[config.mk]
export PLATFORM = sky130hd
export DESIGN_NAME = sumador_secuencial_parametrizable
export DESIGN_NICKNAME = d
export VERILOG_FILES = /design/src/rtl/sumador_secuencial_parametrizable.sv
export SDC_FILE = /design/constraint.sdc
export NUM_CORES = 1
export LEC_CHECK = 0
export BUFFER_PORTS_ARGS = -buffer_cell sky130_fd_sc_hd__buf_2
export CAP_MARGIN = 20
export CORE_MARGIN = 2
export CORE_UTILIZATION = 45
export CTS_CLUSTER_DIAMETER = 120
export CTS_CLUSTER_SIZE = 20
export DETAILED_ROUTE_END_ITERATION = 8
export GPL_TIMING_DRIVEN = 1
export HOLD_SLACK_MARGIN = 0.02
export PLACE_DENSITY = 0.73
export SYNTH_ARGS = -nofsm -noshare
export SYNTH_HDL_FRONTEND = slang
export SYNTH_SLANG_ARGS = --single-unit
[constraint.sdc]
create_clock -name clk -period 5.3 [get_ports clk]
set_clock_uncertainty 0.1 [all_clocks]
set_input_delay 0.265 -clock clk [delete_from_list [all_inputs] [get_ports clk]]
set_output_delay 0.265 -clock clk [all_outputs]
set_load 0.005 [all_outputs]
[src/rtl/sumador_secuencial_parametrizable.sv]
// Multi-cycle add/subtract unit: BUS-bit operands processed CHUNK bits per clock with a carry register.
// Optional signed saturation on overflow when SUMADOR_SAT_EN is defined.
module sumador_secuencial_parametrizable #(
  parameter int BUS   = 32,
  parameter int CHUNK = 8
) (
  input  logic           clk,
  input  logic           rst_n,
  input  logic           start,
  input  logic [BUS-1:0] a,
  input  logic [BUS-1:0] b,
  input  logic           sub,
  input  logic           cin,
  output logic           busy,
  output logic           done,
  output logic [BUS-1:0] s,
  output logic           carry,
  output logic           overflow,
  output logic           zero
);

  localparam int N  = BUS / CHUNK;
  localparam int CW = (N > 1) ? $clog2(N) : 1;

  typedef enum logic [1:0] {IDLE, RUN, DONE} state_t;

  state_t           state_q;
  logic [BUS-1:0]   a_q;
  logic [BUS-1:0]   b_q;
  logic [BUS-1:0]   s_q;
  logic [CW-1:0]    cnt_q;
  logic             carry_int_q;
  logic             busy_q;
  logic             done_q;
  logic             carry_q;
  logic             ovf_q;
  logic             zero_q;

  logic [CHUNK-1:0] a_chunk;
  logic [CHUNK-1:0] b_chunk;
  logic [CHUNK:0]   sum_full;
  logic [CHUNK-1:0] sum_chunk;
  logic             cout;
  logic             ovf_d;
  logic             last;
  logic [BUS-1:0]   s_d;
  logic             zero_d;

  always_comb begin
    a_chunk   = a_q[cnt_q*CHUNK +: CHUNK];
    b_chunk   = b_q[cnt_q*CHUNK +: CHUNK];
    sum_full  = {1'b0, a_chunk} + {1'b0, b_chunk} + (CHUNK+1)'(carry_int_q);
    sum_chunk = sum_full[CHUNK-1:0];
    cout      = sum_full[CHUNK];
    // carry into the MSB is recovered from the MSB's own sum bit and operand bits
    ovf_d     = cout ^ a_chunk[CHUNK-1] ^ b_chunk[CHUNK-1] ^ sum_chunk[CHUNK-1];
    last      = (cnt_q == CW'(N-1));
    s_d       = s_q;
    s_d[cnt_q*CHUNK +: CHUNK] = sum_chunk;
`ifdef SUMADOR_SAT_EN
    if (last && ovf_d) begin
      s_d = a_chunk[CHUNK-1] ? {1'b1, {(BUS-1){1'b0}}} : {1'b0, {(BUS-1){1'b1}}};
    end
`endif
    zero_d    = ~|s_d;
  end

  always_ff @(posedge clk) begin
    if (!rst_n) begin
      state_q     <= IDLE;
      a_q         <= '0;
      b_q         <= '0;
      s_q         <= '0;
      cnt_q       <= '0;
      carry_int_q <= 1'b0;
      busy_q      <= 1'b0;
      done_q      <= 1'b0;
      carry_q     <= 1'b0;
      ovf_q       <= 1'b0;
      zero_q      <= 1'b0;
    end else begin
      case (state_q)
        IDLE: begin
          if (start) begin
            a_q         <= a;
            b_q         <= sub ? ~b : b;
            carry_int_q <= sub ? 1'b1 : cin;
            cnt_q       <= '0;
            busy_q      <= 1'b1;
            state_q     <= RUN;
          end
        end
        RUN: begin
          s_q         <= s_d;
          carry_int_q <= cout;
          cnt_q       <= cnt_q + CW'(1);
          if (last) begin
            carry_q <= cout;
            ovf_q   <= ovf_d;
            zero_q  <= zero_d;
            busy_q  <= 1'b0;
            done_q  <= 1'b1;
            state_q <= DONE;
          end
        end
        DONE: begin
          done_q  <= 1'b0;
          state_q <= IDLE;
        end
        default: state_q <= IDLE;
      endcase
    end
  end

  assign busy     = busy_q;
  assign done     = done_q;
  assign s        = s_q;
  assign carry    = carry_q;
  assign overflow = ovf_q;
  assign zero     = zero_q;

endmodule
==> reports/metrics.yaml <==
flow_run:
  cap_viol_max_count: 0
clocking:
  cts-buffers-inserted: 9
  clk_latency_ps: 350
  cts_resized: 0
  hold_buffers: 0
  cts_buffer_depth: 2
  clkSinkCount: 106
  cts_tree: "built"
  clk_pin_slew_ps: 70
  cts.root.buffer_cell: "clkbuf_16"
  cts_setup_buffers: 0
  htree_levels: 3
drt:
  dr.pass1.iters: 4
  viasPerCell: 5.45
  num_vias: 4126
  drc_errors: 0
  wirelength_mm: 12.2
  routedWlPerCell_um: 16.1
  drtIter0Drc: 179
  ant_nets: 0
floorplan:
  start_util_pct: 46.6
  core_area_um2: 11000
  die_h_um: 111
  fp.dieW_um: 111
  row_count: 38
  die_area_um2: 12200
  ios: 106
logic_synthesis:
  async_flop_share_pct: 0
  synth_cell_types: 41
  ys_ff_latch: 106
  yosysSeqAreaShare_pct: 41.5
  ys.flop_type: "dfxtp_1"
  ys_warn_count: 0
  syn-num-nets: 609
  netlist_instances: 525
  syn_area_per_cell_um2: 9.74
  synth_edf_count: 0
  syn-cell-area_um2: 5110
worst_hold_path:
  hold_path_depth: 3
  hp-start: "a[22]"
  min_path_type: "input pin to register"
  hold_end: "a_q[22]$_SDFFE_PN0P_"
finish:
  area_growth_pct: 17.8
  final_cell_mix: "nand2_1 (107), dfxtp_1 (106), buf_2 (105)"
  diodes: 0
  final_common_cell: "nand2_1"
  drive_above_1_share_pct: 24.6
  nets: 696
global_routing:
  gr-total-overflow: 0
  grt_antenna_before_repair: 0
  grt_pass1_vias: 4088
  grt_pass1_wl_mm: 20.0
  track_usage_pct: 19.8
  grt_max_degree: 70
placed_design:
  globalplace.congestion: 0.867
  dp.final_hpwl_mm: 9.05
  post-place-ws_ps: 1550
  numPortBuffers: 105
sta:
  maxSlewViolCount: 0
  finalSetupTns_ps: 0
  fin_ws_ps: 1490
  maxClockFrequency_mhz: 262
  fin_crit_sh_pct: 71.9
  slew_headroom_pct: 42.9
  tightest_slew_ps: 856
  rsz0062_at_grt: "no"
  finalHoldViolCount: 0
  setup_violations: 0
  period_needed_ps: 3810
setup_path:
  crit_path_start: "cnt_q[1]$_SDFFE_PN0P_"
  cp.required_ps: 5480
  ff2ff_path_depth: 10
  crit_fanout: 16
  r2r_end: "zero$_SDFFE_PN0P_"
  start_kind: "register"
  timing.reg2reg.setup_slack_ps: 1490
  cp.arrival_ps: 3990
  end_kind: "register"
  timing.rr.start: "cnt_q[1]$_SDFFE_PN0P_"
  path_class: "register to register"
run_status:
  status: "finished, final reports clean"
power_and_ir_drop:
  irDropWorstVdd_uv: 145
  power-per-cell-area_nw_per_um2: 304
  leakagePower_nw: 2.70
[cell type report]
| type | instances | area (µm²) |
|---|---|---|
| clock inverters | 6 | 47.5 |
| inverters | 4 | 15.0 |
| well taps | 140 | 175 |
| fillers | 1004 | 4960 |
| repair buffers | 110 | 583 |
| multi-input cells | 381 | 2840 |
| flip-flops and latches | 106 | 2120 |
| clock buffers | 10 | 239 |
[kinds of logic after synthesis]
group                      count (synthesis)  synth area share [%]
AOI/OAI and AO/OA                        131                  20.6
adders and majority gates                 15                  3.96
muxes                                     16                  7.05
xor gates and xnor gates                  39                  7.09
DFF                                      106                  41.5
and+or+nand+nor                          180                  16.9
buffers and inverters                     38                  2.94
[sequential cells by signal, indices dropped and copies added (netlist names)]
name and cells:
carry_int_q 1, zero 1, overflow 1, a_q 32, busy 1, carry 1
b_q 32, done 1, s 32, cnt_q 2, state_q 2
[critical path, stage by stage, from the launching register on]
cell      delay, ps
dfxtp_1         460
buf_4           310
mux4_2          550
fa_1            440
fa_1            430
a211oi_2        260
nor2_1           80
xor2_1          210
or3_1           420
o41a_1          340
o21ai_1         120
[stage by stage]
step	total power, mW	instances	utilization, %	hold slack [ps]	cell area (µm²)
CTS	1.84	757	54.9	61.1	6030
global placement	1.20	740	52.0	352	5710
global route	1.91	757	54.9	78.9	6030
floorplan	1.11	525	-	310	5110
finish	1.83	757	54.9	63.2	6030
detailed placement	1.21	741	52.3	362	5740
[power breakdown]
part | internal, mW | switching (mW) | leakage (nW)
Combinational | 0.147 | 0.176 | 1.70
Sequential | 0.840 | 0.0275 | 0.868
Clock | 0.336 | 0.306 | 0.139
Total | 1.32 | 0.509 | 2.70
[synth_stat cells (2+ instances only)]
library cell | count | share of area, %
nand2_1 | 107 | 7.9
dfxtp_1 | 106 | 41
nor2b_1 | 35 | 4.3
a21boi_0 | 34 | 5.0
xnor2_1 | 34 | 5.8
o211a_1 | 33 | 6.5
a22oi_1 | 32 | 4.7
clkbuf_1 | 26 | 1.9
mux4_2 | 16 | 7.0
ha_1 | 13 | 3.2
a21oi_1 | 11 | 1.1
nor2_1 | 9 | 0.66
and2_1 | 6 | 0.73
buf_2 | 6 | 0.59
o21ai_0 | 6 | 0.59
nand3_1 | 5 | 0.49
nor4_1 | 5 | 0.61
inv_1 | 4 | 0.29
nor3_1 | 4 | 0.39
o211ai_1 | 3 | 0.44
xor2_1 | 3 | 0.51
a211oi_2 | 2 | 0.49
buf_1 | 2 | 0.15
fa_1 | 2 | 0.78
nand3b_1 | 2 | 0.29
nor4b_4 | 2 | 0.93
o21ai_1 | 2 | 0.20
or3_1 | 2 | 0.24
[worst max path at each step]
stage	to	slack, ps
floorplan	zero$_SDFFE_PN0P_	1630
global placement	zero$_SDFFE_PN0P_	1680
detailed placement	zero$_SDFFE_PN0P_	1550
CTS	zero$_SDFFE_PN0P_	1520
global route	zero$_SDFFE_PN0P_	1360
finish	zero$_SDFFE_PN0P_	1490
[layer usage]
metal / track usage, % / vias up / share of wire, %
met5: 0 / - / 0
met4: 6.25 / 0 / 1.8
met3: 3.46 / 24 / 5.0
met2: 34.8 / 123 / 48
met1: 24.7 / 1957 / 45
li1: - / 2022 / -
No activity file was read; power rests on OpenSTA's default activity.
